<file path="src/rtl/cla_seq_adder_ctrl.sv">
// WIDTH-bit adder sequenced byte-by-byte over one shared 8-bit CLA slice.
// Define CLA_SEQ_SUB_EN to add the sub port (A-B via inverted B, carry-in 1).

module cla4_block (
  input  logic [3:0] g,
  input  logic [3:0] p,
  input  logic       ci,
  output logic [3:0] c,
  output logic       gg,
  output logic       pg
);
  always_comb begin
    c[0] = ci;
    c[1] = g[0] | (p[0] & ci);
    c[2] = g[1] | (p[1] & g[0]) | (p[1] & p[0] & ci);
    c[3] = g[2] | (p[2] & g[1]) | (p[2] & p[1] & g[0])
         | (p[2] & p[1] & p[0] & ci);
    gg   = g[3] | (p[3] & g[2]) | (p[3] & p[2] & g[1])
         | (p[3] & p[2] & p[1] & g[0]);
    pg   = &p;
  end
endmodule

module eb_adder_top (
  input  logic [7:0] a,
  input  logic [7:0] b,
  input  logic       ci,
  output logic [7:0] y,
  output logic       co
);
  logic [7:0] g;
  logic [7:0] p;
  logic [7:0] c;
  logic       gg_lo;
  logic       pg_lo;
  logic       gg_hi;
  logic       pg_hi;
  logic       c4;

  assign g = a & b;
  assign p = a ^ b;

  cla4_block u_lo (
    .g  (g[3:0]),
    .p  (p[3:0]),
    .ci (ci),
    .c  (c[3:0]),
    .gg (gg_lo),
    .pg (pg_lo)
  );

  // second-level lookahead: both group carries come straight from ci
  assign c4 = gg_lo | (pg_lo & ci);

  cla4_block u_hi (
    .g  (g[7:4]),
    .p  (p[7:4]),
    .ci (c4),
    .c  (c[7:4]),
    .gg (gg_hi),
    .pg (pg_hi)
  );

  assign co = gg_hi | (pg_hi & gg_lo) | (pg_hi & pg_lo & ci);
  assign y  = p ^ c;
endmodule

module cla_seq_adder_ctrl #(
  parameter  int WIDTH  = 32,
  localparam int NBYTES = WIDTH / 8,
  localparam int CW     = (NBYTES > 1) ? $clog2(NBYTES) : 1
) (
  input  logic             clk,
  input  logic             rst_n,
  input  logic             req_valid,
  output logic             req_ready,
  input  logic [WIDTH-1:0] op_a,
  input  logic [WIDTH-1:0] op_b,
  input  logic             cin,
`ifdef CLA_SEQ_SUB_EN
  input  logic             sub,
`endif
  output logic             res_valid,
  input  logic             res_ready,
  output logic [WIDTH-1:0] result,
  output logic             cout,
  output logic             ovf
);
  generate
    if ((WIDTH % 8) != 0 || WIDTH < 8) begin : g_bad_width
      $error("cla_seq_adder_ctrl: WIDTH must be a multiple of 8 and >= 8");
    end
  endgenerate

  typedef enum logic [1:0] {
    IDLE = 2'd0,
    RUN  = 2'd1,
    DONE = 2'd2
  } state_t;

  state_t           state;
  state_t           nxt;
  logic             live;
  logic [WIDTH-1:0] a_reg;
  logic [WIDTH-1:0] b_reg;
  logic [WIDTH-1:0] res_q;
  logic             cout_q;
  logic             ovf_q;
  logic             carry;
  logic [CW-1:0]    idx;
  logic [7:0]       a_sl;
  logic [7:0]       b_sl;
  logic [7:0]       y;
  logic             co;
  logic             run;
  logic             accept;
  logic             last;
  logic             b_in_msb;

  assign accept = req_valid & req_ready;
  assign last   = (idx == CW'(NBYTES - 1));

  always_ff @(posedge clk or negedge rst_n) begin
    if (!rst_n) state <= IDLE;
    else        state <= nxt;
  end

  always_comb begin
    nxt = state;
    unique case (state)
      IDLE:    if (accept)    nxt = RUN;
      RUN:     if (last)      nxt = DONE;
      DONE:    if (res_ready) nxt = IDLE;
      default: nxt = IDLE;
    endcase
  end

  // live keeps req_ready low until the first edge after reset release
  always_comb begin
    req_ready = 1'b0;
    res_valid = 1'b0;
    run       = 1'b0;
    unique case (1'b1)
      (state == IDLE): req_ready = live;
      (state == RUN):  run       = 1'b1;
      (state == DONE): res_valid = 1'b1;
      default: ;
    endcase
  end

  always_comb begin
    a_sl = '0;
    b_sl = '0;
    for (int i = 0; i < NBYTES; i++) begin
      if (idx == CW'(i)) begin
        a_sl = a_reg[8*i +: 8];
        b_sl = b_reg[8*i +: 8];
      end
    end
  end

  eb_adder_top u_slice (
    .a  (a_sl),
    .b  (b_sl),
    .ci (carry),
    .y  (y),
    .co (co)
  );

  assign b_in_msb = b_reg[WIDTH-1];

  always_ff @(posedge clk or negedge rst_n) begin
    if (!rst_n) begin
      live   <= 1'b0;
      a_reg  <= '0;
      b_reg  <= '0;
      res_q  <= '0;
      cout_q <= 1'b0;
      ovf_q  <= 1'b0;
      carry  <= 1'b0;
      idx    <= '0;
    end else begin
      live <= 1'b1;
      if (accept) begin
        a_reg <= op_a;
        idx   <= '0;
`ifdef CLA_SEQ_SUB_EN
        b_reg <= sub ? ~op_b : op_b;
        carry <= sub | cin;
`else
        b_reg <= op_b;
        carry <= cin;
`endif
      end else if (run) begin
        carry <= co;
        for (int i = 0; i < NBYTES; i++) begin
          if (idx == CW'(i)) res_q[8*i +: 8] <= y;
        end
        if (last) begin
          cout_q <= co;
          ovf_q  <= (a_reg[WIDTH-1] == b_in_msb)
                 && (y[7] != a_reg[WIDTH-1]);
        end else begin
          idx <= idx + CW'(1);
        end
      end
    end
  end

  assign result = res_q;
  assign cout   = cout_q;
  assign ovf    = ovf_q;
endmodule
</file>
<file path="config.mk">
export PLATFORM = sky130hd
export DESIGN_NAME = cla_seq_adder_ctrl
export DESIGN_NICKNAME = d
export VERILOG_FILES = /design/src/rtl/cla_seq_adder_ctrl.sv
export SDC_FILE = /design/constraint.sdc
export NUM_CORES = 1
export LEC_CHECK = 0
export ABC_CLOCK_PERIOD_IN_PS = 8200
export CAP_MARGIN = 10
export CORE_MARGIN = 1.5
export CORE_UTILIZATION = 55
export CTS_BUF_LIST = sky130_fd_sc_hd__clkbuf_4 sky130_fd_sc_hd__clkbuf_8 sky130_fd_sc_hd__clkbuf_16
export DETAILED_ROUTE_END_ITERATION = 6
export MAX_ROUTING_LAYER = met4
export PLACE_DENSITY = 0.86
export REMOVE_ABC_BUFFERS = 1
export SYNTH_ARGS = -nofsm -noshare
export SYNTH_HDL_FRONTEND = slang
export SYNTH_SLANG_ARGS = --single-unit
</file>
<file path="constraint.sdc">
create_clock -name clk -period 8.2 [get_ports clk]
set_clock_uncertainty 0.1 [all_clocks]
set_input_delay 2.46 -clock clk [delete_from_list [all_inputs] [get_ports clk]]
set_output_delay 2.46 -clock clk [all_outputs]
set_load 0.02 [all_outputs]
</file>
==> impl_metrics.ini <==
[placement]
dp_slack_ps = 3880
place_congestion = 0.795
hpwl_um = 7280
numPortBuffers = 104
dpl.cell_count = 616

[critical_path]
r2r_slack_ps = 3900
cpPeakStageDelay_ps = 870
cpLargestDelayFamily = adder cells
cp.depth = 13
r2r_start = idx[1]
critical_path_required_ps = 8330
r2r_end = result[5]
end_kind = flop
cpMostUsedCell = a21oi_1
timing_worst_setup_path_type = reg2reg
cp.arrival_ps = 4430
crit_slowest_cell = ha_1
cp_cell_sequence = inv_1 > ha_1 > nand2_1 > a21oi_1 > a21oi_1 > o21ai_0 > ha_1 > a21oi_1 > nor2_1 > or3_1 > fa_1 > xnor2_1 > o21ai_0
reg2reg_depth = 13
critPathBufInv = 1
startpoint_type = flop
critPathMaxFanout = 33

[grt]
grt.overflow.total = 0
grt_max_degree = 70
grt_pass1_wl_um = 17300
grt_pass1_vias = 3679
antenna_found_initial = 0
grtUsageTotal_pct = 23.8

[power_and_ir_drop]
p_leak_nw = 2.58
ir_drop_uv = 219
powerDensity_nw_per_um2 = 436
p_total_mw = 2.66

[timing]
hold_viol = 0
post-route-period-util_pct = 52.4
max_freq_ghz = 0.233
drv_slew = 0
period_minus_slack_ps = 4300
max_slew_margin_pct = 28.2
rsz0062_at_grt = false
fin_ws_ps = 3900
tns_ps = 0
setup_viol = 0
worst_pin_slew_ps = 1080

[min_path]
min-delay-start = result[14]
hold_class = reg2reg
hold_end = result[14]
hold_depth = 2

[synth]
syn_area_um2 = 4880
netlist_instances = 426
synth_top_cells_by_count = dfrtp_1, mux2_2, nand2_1
yosys.area.top_type_share_pct = 53.4
ys.flop_type = dfrtp_1
synth.avg_cell_area_um2 = 11.4
synth_area_leader_cell = dfrtp_1
async_flop_share_pct = 100
synth_most_common_cell = dfrtp_1
ys_types = 38
synth_warnings = 0
synth-edff-count = 0
yosysSeqAreaShare_pct = 53.4
ys_top_cells_by_area = dfrtp_1, mux2_2, nand2_1
synth.ff_latch_count = 104

[detailed_routing]
dr.pass1.iters = 4
num_vias = 3544
routed_wl_um = 10300
drc_errors = 0
viasPerCell = 5.61
wl_per_cell_um = 16.3
ant_nets = 0
first_iter_violations = 147

[cells_and_area]
drive_gt1_share_pct = 18.5
fillers = 598
finalNonFillerCells = 632
synthToLayoutAreaGrowth_pct = 25.2
nets = 602
multiInputGateArea_um2 = 2080
n_antenna_cell = 0
final-seq-area_um2 = 2600

[floorplanning]
die_h_um = 97.2
dieWidth_um = 97.2
start_util_pct = 56.5
die-area_um2 = 9440
coreArea_um2 = 8640
ioPinCount = 105
row_count = 34

[clocking]
htree_levels = 3
clock_sinks = 104
clockBufferDepth = 2
numCtsBuffers = 9
clkTransAtPathRegs_ps = 100
post_cts_resized = 0
cts_hold_buf = 0
cts_root_buffer = clkbuf_8
clk_latency_ps = 380
post_cts_buffers = 0
cts_tree = done

[flow_run]
cap_violations = 0

[status]
status = finished, final reports clean
==> routing by layer <==
| layer | vias to the layer above | GRT usage (%) | wire length [um] |
|---|---|---|---|
| met5 | - | - | 0 |
| met3 | 18 | 5.11 | 550 |
| met1 | 1775 | 29.3 | 4320 |
| li1 | 1658 | - | - |
| met2 | 93 | 39.0 | 5230 |
| met4 | 0 | 9.03 | 191 |
==> area by class of cell <==
cell class / count / share of cell area (%)
clock inverter: 7 / 1.31
sequential: 104 / 42.6
timing repair buffer: 107 / 17.4
inverter: 6 / 0.369
clock buffer: 9 / 2.03
tap: 108 / 2.21
multi-input combinational: 291 / 34.1
==> where the power goes <==
group	switching, mW	internal (mW)
Combinational	0.771	0.657
Clock	0.181	0.144
Sequential	0.146	0.763
Total	1.10	1.56
==> cells by family (layout without fill, tap and decap cells) <==
family | after synthesis | count (layout) | share of synthesized area [%]
adders and majority gates | 14 | 14 | 3.90
buffers and inverters | 31 | 129 | 4.00
AOI/OAI and AO/OA | 93 | 93 | 10.2
muxes | 73 | 73 | 17.2
DFF | 104 | 104 | 53.4
and+or+nand+nor | 104 | 104 | 10.1
xor gates and xnor gates | 6 | 6 | 1.08
other | 1 | 1 | 0.0769
==> worst max path at each step <==
| stage | to | start | slack, ps |
|---|---|---|---|
| 3_5_place_dp | b_reg[2] | req_valid | 3880 |
| 2_1_floorplan | a_reg[0] | req_valid | 4550 |
| 6_report | result[5] | idx[1] | 3900 |
| 3_3_place_gp | b_reg[1] | req_valid | 3910 |
| 4_1_cts | result[5] | idx[1] | 3890 |
| 5_1_grt | result[5] | idx[1] | 3580 |
==> cells in the final DEF, fill, tap and decap left out, types with 2 or more instances in the layout <==
master / n
nor2_1: 8
nand3b_1: 16
inv_1: 6
or2b_1: 2
nand3_1: 3
mux2_4: 5
nand2_1: 66
ha_1: 12
clkinvlp_4: 2
or3_1: 2
buf_4: 4
a21oi_1: 38
fa_1: 2
clkbuf_8: 9
mux2_2: 67
dfrtp_1: 104
nand2b_1: 2
clkdlybuf4s50_1: 103
o21ai_0: 46
clkinv_4: 3
xnor2_1: 6
==> tightest hold or removal path: stages, from the launching register on <==
cell,delay (ps)
dfrtp_1,360
nand2_1,50
o21ai_0,60
==> per-stage QoR <==
step	area (um^2)	utilization [%]	hold slack, ps
2_1_floorplan	4700	-	381
3_3_place_gp	5900	68.3	362
3_5_place_dp	5900	68.3	371
4_1_cts	6100	70.7	393
5_1_grt	6100	70.7	427
6_report	6100	70.7	391
No activity file was read; power rests on OpenSTA's default activity.
